<file path="src/rtl/bus_io_ctrl_pkg.sv">
// Shared definitions for the CPU bus-side I/O controller.
//   - I/O register addresses (full 32-bit byte addresses)
//   - STATUS register bit positions
//   - stall/timeout FSM state encoding
//   - value returned by a load that is completed by the timeout
package bus_io_pkg;

  localparam logic [31:0] ADDR_IN_DATA  = 32'h0000_0404;
  localparam logic [31:0] ADDR_OUT_DATA = 32'h0000_0408;
  localparam logic [31:0] ADDR_STATUS   = 32'h0000_040C;

  localparam int STAT_IN_FULL  = 0;
  localparam int STAT_OUT_FULL = 1;
  localparam int STAT_ERR      = 2;

  localparam logic [31:0] FORCED_RD = 32'hFFFF_FFFF;

  typedef enum logic [1:0] {
    ST_IDLE  = 2'd0,
    ST_STALL = 2'd1,
    ST_FORCE = 2'd2
  } stall_state_e;

endpackage

</file>
<file path="src/rtl/bus_io_ctrl_io_buf1.sv">
// io_buf1: one-entry holding register with valid/ready on both sides.
//   s_valid/s_ready/s_data : write side; a word is taken when s_valid & s_ready
//   m_valid/m_ready/m_data : read side; the word is released when m_valid & m_ready
// s_ready is ~full, so a full entry cannot be refilled in the cycle it drains;
// the next word can only be taken from the following cycle.
module io_buf1 #(
  parameter int W = 32
) (
  input  logic         clk,
  input  logic         rst,
  input  logic         s_valid,
  output logic         s_ready,
  input  logic [W-1:0] s_data,
  output logic         m_valid,
  input  logic         m_ready,
  output logic [W-1:0] m_data
);

  logic         full;
  logic [W-1:0] data;

  assign s_ready = ~full;
  assign m_valid = full;
  assign m_data  = data;

  // NOTE: sequential state uses non-blocking assignments so every register
  // samples values from before the edge, independent of statement order.
  always_ff @(posedge clk) begin
    if (rst) begin
      full <= 1'b0;
      // NOTE: the data word is reset as well because it is visible on a port
      // (out_data must read 0 after reset), not only the full flag.
      data <= '0;
    end else if (s_valid && s_ready) begin
      full <= 1'b1;
      data <= s_data;
    end else if (m_valid && m_ready) begin
      full <= 1'b0;
    end
  end

endmodule

</file>
<file path="src/rtl/bus_io_ctrl.sv">
// bus_io_ctrl: bus-side controller between the single-cycle CPU and the data
// RAM plus one input and one output I/O port.
//   clk, rst          : clock, synchronous active-high reset
//   c_bus[1:0]        : CPU control, [1] store, [0] load (2'b11 acts as store)
//   a_bus, d_bus_2    : CPU byte address and store data
//   d_bus_1[33:0]     : to CPU {write-ready, read-ready, read data}
//   dmem_a/d/we/spo   : RAM word address, write data, write enable, read data
//   in_valid/ready/data   : input device handshake (into the input buffer)
//   out_valid/ready/data  : output device handshake (from the output buffer)
//   err               : sticky timeout flag, cleared by STATUS write bit 2
// Addresses above IO_BASE are I/O; everything else goes to RAM. Blocked I/O
// accesses are completed by force after TIMEOUT_CYC cycles (0 = never).
module bus_io_ctrl
  import bus_io_pkg::*;
#(
  parameter logic [31:0] IO_BASE     = 32'h0000_0400,
  parameter int          TIMEOUT_CYC = 1024
) (
  input  logic        clk,
  input  logic        rst,
  input  logic [1:0]  c_bus,
  input  logic [31:0] a_bus,
  input  logic [31:0] d_bus_2,
  output logic [33:0] d_bus_1,
  output logic [7:0]  dmem_a,
  output logic [31:0] dmem_d,
  output logic        dmem_we,
  input  logic [31:0] dmem_spo,
  input  logic        in_valid,
  input  logic [31:0] in_data,
  output logic        in_ready,
  output logic        out_valid,
  output logic [31:0] out_data,
  input  logic        out_ready,
  output logic        err
);

  localparam bit          TO_EN   = (TIMEOUT_CYC != 0);
  localparam logic [15:0] TO_LAST = (TIMEOUT_CYC > 0) ? 16'(TIMEOUT_CYC - 1) : 16'd0;

  stall_state_e state, state_next;
  logic [15:0]  cnt, cnt_next;
  logic         err_set, err_clr;

  logic         is_io, sel_in, sel_out, sel_status;
  logic         is_load, is_store, forcing, blocked;
  logic         in_full, in_pop, out_full, out_space, out_push;
  logic [31:0]  in_word, status_word, rd_data;
  logic         rd_ready, wr_ready;

  // ---------------------------------------------------------------- decode
  assign is_io      = (a_bus > IO_BASE);
  assign sel_in     = is_io && (a_bus == ADDR_IN_DATA);
  assign sel_out    = is_io && (a_bus == ADDR_OUT_DATA);
  assign sel_status = is_io && (a_bus == ADDR_STATUS);
  assign is_store   = c_bus[1];
  assign is_load    = (c_bus == 2'b01);
  assign forcing    = (state == ST_FORCE);

  // A blocked access is one whose own ready bit is low; the forced cycle
  // never counts as blocked.
  assign blocked = !forcing &&
                   ((is_load && sel_in && !in_full) || (is_store && sel_out && !out_space));

  assign dmem_a  = a_bus[9:2];
  assign dmem_d  = d_bus_2;
  assign d_bus_1 = {wr_ready, rd_ready, rd_data};

  always_comb begin
    status_word                = '0;
    status_word[STAT_IN_FULL]  = in_full;
    status_word[STAT_OUT_FULL] = out_full;
    status_word[STAT_ERR]      = err;
  end

  // ------------------------------------------------- ready / read-data mux
  // NOTE: every output of this block gets a default first, so no path leaves
  // a signal unassigned and no latch is inferred.
  always_comb begin
    rd_data  = '0;
    rd_ready = 1'b1;
    wr_ready = 1'b1;
    dmem_we  = 1'b0;
    in_pop   = 1'b0;
    out_push = 1'b0;
    err_clr  = 1'b0;
    if (!is_io) begin
      rd_data = dmem_spo;
      dmem_we = is_store;
    end else if (forcing) begin
      // Forced completion: both ready, loads see the marker value, stores
      // are dropped and neither buffer changes.
      rd_data = FORCED_RD;
    end else if (sel_in) begin
      rd_data  = in_word;
      rd_ready = in_full;
      in_pop   = is_load && in_full;
    end else if (sel_out) begin
      // Depends only on the buffer state, never on out_ready.
      wr_ready = out_space;
      out_push = is_store && out_space;
    end else if (sel_status) begin
      rd_data = status_word;
      err_clr = is_store && d_bus_2[STAT_ERR];
    end
  end

  // ---------------------------------------------------------- buffers
  io_buf1 #(.W(32)) u_in_buf (
    .clk     (clk),
    .rst     (rst),
    .s_valid (in_valid),
    .s_ready (in_ready),
    .s_data  (in_data),
    .m_valid (in_full),
    .m_ready (in_pop),
    .m_data  (in_word)
  );

  io_buf1 #(.W(32)) u_out_buf (
    .clk     (clk),
    .rst     (rst),
    .s_valid (out_push),
    .s_ready (out_space),
    .s_data  (d_bus_2),
    .m_valid (out_full),
    .m_ready (out_ready),
    .m_data  (out_data)
  );

  assign out_valid = out_full;

  // ---------------------------------------------------------- stall FSM
  // The counter holds the number of blocked cycles seen so far; the cycle in
  // which it reaches TO_LAST is the TIMEOUT_CYC-th blocked cycle, so the
  // forced cycle lands exactly TIMEOUT_CYC cycles after the first one.
  always_comb begin
    state_next = ST_IDLE;
    cnt_next   = '0;
    err_set    = 1'b0;
    unique case (state)
      ST_IDLE, ST_STALL: begin
        if (blocked) begin
          if (TO_EN && (cnt == TO_LAST)) begin
            state_next = ST_FORCE;
            err_set    = 1'b1;
          end else begin
            state_next = ST_STALL;
            cnt_next   = cnt + 16'd1;
          end
        end
      end
      ST_FORCE: state_next = ST_IDLE;
      default:  state_next = ST_IDLE;
    endcase
  end

  always_ff @(posedge clk) begin
    if (rst) begin
      state <= ST_IDLE;
      cnt   <= '0;
      err   <= 1'b0;
    end else begin
      state <= state_next;
      cnt   <= cnt_next;
      // A timeout wins over a simultaneous STATUS clear.
      err   <= err_set | (err & ~err_clr);
    end
  end

endmodule

</file>
<file path="config.mk">
export PLATFORM = sky130hd
export DESIGN_NAME = bus_io_ctrl
export DESIGN_NICKNAME = d
export VERILOG_FILES = /design/src/rtl/bus_io_ctrl_pkg.sv /design/src/rtl/bus_io_ctrl_io_buf1.sv /design/src/rtl/bus_io_ctrl.sv
export SDC_FILE = /design/constraint.sdc
export NUM_CORES = 1
export LEC_CHECK = 0
export BUFFER_PORTS_ARGS = -buffer_cell sky130_fd_sc_hd__clkbuf_2
export CORE_AREA = 5 5 103 105
export CTS_BUF_LIST = sky130_fd_sc_hd__clkbuf_8
export DETAILED_ROUTE_END_ITERATION = 16
export DIE_AREA = 0 0 108 110
export PLACE_DENSITY_LB_ADDON = 0.08
export SLEW_MARGIN = 20
export SYNTH_ARGS = -nofsm -noshare
export SYNTH_HDL_FRONTEND = slang
export SYNTH_SLANG_ARGS = --single-unit
</file>
<file path="constraint.sdc">
create_clock -name clk -period 2.38 [get_ports clk]
set_input_delay 0.238 -clock clk [delete_from_list [all_inputs] [get_ports clk]]
set_output_delay 0.238 -clock clk [all_outputs]
set_load 0.05 [all_outputs]
</file>
### After elaboration in Yosys (flattened, before gate mapping)

Index checks and enable logic that the tools add are counted.

| word-level totals | value |
|---|---|
| flip-flop bits (word level) | 85 |
| input bits | 134 |
| output and inout port bits | 110 |
| word-level logic and storage cells | 80 |

| operators by class | value |
|---|---|
| $add $sub $neg | 1 |
| $lt $le $gt $ge | 1 |
| equal/unequal tests | 7 |
| muxes and demuxes | 33 |
| bitwise operators | 7 |
| reductions and logical operators | 24 |

Operators with widths:

| operator | count |
|---|---|
| 32-bit by 11-bit equality test with 1-bit output, second input constant | 3 |
| 32-bit 2-to-1 mux | 3 |
| 32-bit by 11-bit > comparator with 1-bit output, second input constant | 1 |
| 1-bit 2-to-1 mux | 27 |
| 16-bit by 1-bit adder with 16-bit output, second input constant | 1 |
| 16-bit by 10-bit equality test with 1-bit output, second input constant | 1 |
| 1-bit logical AND | 15 |
| 3-bit 2-to-1 mux | 2 |
| 1-bit NOT | 5 |
| 2-bit by 1-bit equality test with 1-bit output, second input constant | 2 |
| 2-bit nonzero test | 2 |
| 4-bit OR reduction | 1 |
| 3-bit OR reduction | 1 |
| 2-bit equality test, second input constant | 1 |
| 1-bit zero test | 2 |
| 2-bit zero test | 1 |
| 2-bit 2-to-1 mux | 1 |
| 2-bit OR reduction | 1 |
| 1-bit AND | 1 |
| 1-bit logical OR | 1 |
| 1-bit bitwise OR | 1 |

### Longest topological paths before layout

| logic depth | value |
|---|---|
| depth in word-level cells | 10 |
| depth in mapped cells | 9 |
| depth with buffers taken out | 6 |

### By module

Synthesis repeated with hierarchy kept, for this count alone.

| second synthesis, totals | value |
|---|---|
| cells, all modules | 567 |
| area, all modules | 5167.5 µm² |

Modules (own cells, without submodules):

| module | times used | cells each | area an instance (µm²) | sequential area each (µm²) |
|---|---|---|---|---|
| io_buf1 | 2 | 149 | 1554.0 | 660.6 |
| bus_io_ctrl | 1 | 269 | 2059.5 | 380.4 |

### Worst setup path after synthesis

No wires, ideal clock.

| timing | value |
|---|---|
| kind | input-to-output |
| from | input port a_bus[17] |
| to | output port d_bus_1[19] |
| data arrival time | 2327 ps |
| data required time | 2142 ps |
| path slack | -185 ps |
| cell stages on the path | 8 |
| buffers on the path | 3 |
| cells stage by stage | nor4_2 nand4_1 a211o_1 buf_2 and2_4 buf_6 buf_6 a21oi_1 |

| between the ends | value |
|---|---|
| cells in the longest elaborated chain, start to end | 5 |
| elaborated cells on any way between the ends | 6 |
| those cells by class | order compare: 1; eq/ne: 1; mux: 3; reduce/logical: 1 |

RTL lines:

| what | line | source |
|---|---|---|
| start, declared | bus_io_ctrl.sv:22 | `input logic [31:0] a_bus,` |
| 32-bit by 11-bit > comparator with 1-bit output or 32-bit by 11-bit equality test with 1-bit output (tied branches) | bus_io_ctrl.sv:52, bus_io_ctrl.sv:53 |  |
| 1-bit logical AND | bus_io_ctrl.sv:53 | `assign sel_in = is_io && (a_bus == ADDR_IN_DATA);` |
| 32-bit 2-to-1 mux | bus_io_ctrl.sv:94 | `end else if (sel_in) begin` |
| 32-bit 2-to-1 mux | bus_io_ctrl.sv:90 | `end else if (forcing) begin` |
| 32-bit 2-to-1 mux (*) | bus_io_ctrl.sv:87 | `if (!is_io) begin` |
| end, declared | bus_io_ctrl.sv:24 | `output logic [33:0] d_bus_1,` |

Mark *: on every way between the ends. The rest lies on a longest branch, timed or not.

### Final worst setup path

| timing | value |
|---|---|
| from | input port a_bus[17] |
| to | output port d_bus_1[7] |

Same word-level chain as after synthesis.

==> impl_metrics.json <==
{
  "mostFrequentLayoutCell": "clkbuf_2",
  "yosysSeqAreaShare_pct": 40.73,
  "fin_crit_ps": 2260,
  "drive_above_1_share_pct": 39.75,
  "area_growth_pct": 33.90,
  "ir_drop_mv": 0.3756,
  "place.gp.congestion": 0.8449,
  "p_leak_nw": 2.548,
  "avgSynthCellArea_um2": 7.883,
  "reg2reg_depth": 6,
  "worstPathMaxFanout": 29,
  "top_layer": "met4",
  "wl_met2_um": 5910,
  "r2r-start": "cnt[0]$_SDFF_PP0_",
  "wl_per_cell_um": 13.74,
  "synth-seq-cells": 85,
  "hold-worst-slack_ps": 98.72,
  "cp-start-kind": "input port",
  "vias_per_cell": 4.750,
  "dp_hpwl_um": 9016,
  "outcome": "complete, no violations",
  "cts-resized-gates": 0,
  "antennaDiodeCount": 0,
  "cts_buffers": 9,
  "cts_hold_buf": 0,
  "root_buffer": "clkbuf_8",
  "layout_common_cells": "clkbuf_2 (231), nand2_1 (100), nor2_1 (89)",
  "rsz0062_at_grt": "false",
  "ys_types": 36,
  "seqPwrFrac_pct": 49.0,
  "p_switching_mw": 0.7899,
  "max_stage_delay_ps": 360,
  "final_antenna_net_count": 0,
  "grt_remaining_overflow": 0,
  "clkLatencyLatePin_ps": 350,
  "slowest_stage": "a211o_1",
  "crit_chain": "clkbuf_2 > nor4_2 > nand4_1 > a211o_1 > and2_4 > a21oi_1 > buf_12",
  "die-area_um2": 11880,
  "whs_endpoint": "u_in_buf.m_data[10]$_SDFFE_PP0P_",
  "post-place-ws_ps": 102.2,
  "swShare_pct": 26.35,
  "antenna_found_initial": 0,
  "combPwrFrac_pct": 13.4,
  "drt_iter0_markers": 183,
  "port_buffers": 243,
  "vias": 4061,
  "hp-class": "in2reg",
  "cp.required_ps": 2140,
  "timing.slew.headroom_pct": 52.97,
  "wirelength_um": 11750,
  "setup_slack_ps": 119.7,
  "max_freq_mhz": 442.4,
  "core_area_um2": 9549,
  "grt_pass1_wl_um": 18130,
  "hold_viol_final": 0,
  "rr_endpoint": "cnt[9]$_SDFF_PP0_",
  "setup-violations-final": 0,
  "grt_usage_pct": 18.96,
  "worst_slew_pin_slew_ps": 705.5,
  "netlist_area_um2": 4178,
  "p_int_mw": 2.208,
  "post-route-period-util_pct": 94.97,
  "htree_levels": 3,
  "syn-num-nets": 665,
  "arrival_ps": 2020,
  "grt_pass1_vias": 3911,
  "io_pins": 244,
  "cts_tree": "built",
  "dr.pass1.iters": 4,
  "grt_max_degree": 67,
  "die_w_um": 108,
  "cts_sinks": 85,
  "drc": 0,
  "initial_core_util_pct": 43.75,
  "m1WireLength_um": 4770,
  "fin_nets": 852,
  "wl_met3_um": 856,
  "pwr_density_cell_nw_per_um2": 535.8,
  "post_cts_buffers": 0,
  "setup.worst_path.end_class": "output pin",
  "report.final.slew_viol_count": 0,
  "yosys_warnings": 0,
  "path_class": "in2out",
  "reg2reg_slack_ps": 510,
  "clockBufferDepth": 2,
  "rows": 36,
  "p_clk_share_pct": 37.6,
  "fill_cells": 936,
  "min_path_cells": 3,
  "syn_inst": 530,
  "die_h_um": 110,
  "clkTransAtPathRegs_ps": 90,
  "max_cap_viol_count": 0,
  "finClkSkew_ps": 5.544,
  "min-delay-start": "in_data[10]"
}
## final cells by class
class	count	area, µm²	share of cell area [%]
clock buffers	10	137.6	2.460
clock inverters	6	86.33	1.543
repair buffers	250	1474	26.35
flip-flops and latches	85	1702	30.42
multi-input cells	364	2002	35.79
well taps	133	166.4	2.975
inverters	7	26.28	0.4697
## synth_stat cells, drive strengths merged
cell	number	share of area [%]
and3b	1	0.21
nand2	100	9.0
clkbuf	20	1.8
mux2i	32	7.7
a211o	1	0.21
and2	3	0.51
xor2	9	1.9
inv	7	0.63
nor4	8	2.4
nand4b	2	0.42
nand4	9	1.3
ha	1	0.30
o21ai	1	0.12
and4	5	1.0
mux2	4	1.1
nand2b	4	0.60
and3	5	0.75
nor3b	2	0.48
a31oi	4	0.60
a21oi	66	7.9
nor3	3	0.36
o31ai	1	0.18
nand3	7	0.84
buf	54	9.6
nor2b	2	0.30
a31o	2	0.42
dfxtp	85	41
nor2	89	8.0
xnor2	3	0.63
## through the flow
stage	instance area, µm²	power [mW]	setup TNS (ps)	std cells	utilization (%)
after CTS	5594	3.041	0	855	58.58
after global placement	5370	1.902	0	839	56.24
final	5594	2.998	0	855	58.58
after floorplan	4200	1.775	-3671	530	-
after detailed placement	5370	1.907	0	839	56.24
after global routing	5594	3.140	0	855	58.58
## registers in the layout (all words and copies together) (netlist names)
register           cells
u_in_buf.m_data       32
state                  2
u_out_buf.m_data      32
u_out_buf.m_valid      1
cnt                   16
err                    1
u_in_buf.m_valid       1
## logic make-up after synthesis
| logic type | Yosys count | share of synthesized area (%) |
|---|---|---|
| buf+inv | 81 | 12.07 |
| mux | 36 | 8.745 |
| flops | 85 | 40.73 |
| xor+xnor | 12 | 2.516 |
| fa+ha+maj | 1 | 0.2994 |
| compound gates | 75 | 9.434 |
| simple gates | 240 | 26.21 |
## worst max-delay path by stage
stage | startpoint | end | slack [ps] | cells past startpoint
after global placement | a_bus[17] | d_bus_1[7] | 160 | 8
after floorplan | a_bus[17] | d_bus_1[19] | -180 | 8
after detailed placement | a_bus[17] | d_bus_1[7] | 100 | 7
after CTS | a_bus[17] | d_bus_1[7] | 90 | 7
final | a_bus[17] | d_bus_1[7] | 120 | 7
after global routing | a_bus[17] | d_bus_1[14] | 20 | 7
## critical path, delay by kind of cell
| kind | cells | cell delay (ps) |
|---|---|---|
| AND/OR/NAND/NOR | 3 | 810 |
| AO/OA/AOI/OAI | 2 | 680 |
| buffers and inverters | 2 | 270 |
## per-layer routing
metal  vias up  global-route usage, %
met2       147                  34.19
met3        14                  4.019
met4         0                  7.033
met1      1815                  22.17
li1       2085                      -
met5         -                      0
## power groups by stage
stage,clock (mW),combinational (mW),sequential [mW]
6_report,1.13,0.402,1.47
5_1_grt,1.23,0.434,1.47
4_1_cts,1.17,0.405,1.47
3_5_place_dp,0,0.404,1.50
3_3_place_gp,0,0.401,1.50
2_1_floorplan,0,0.276,1.50
Power figures use the tool's default switching activity.
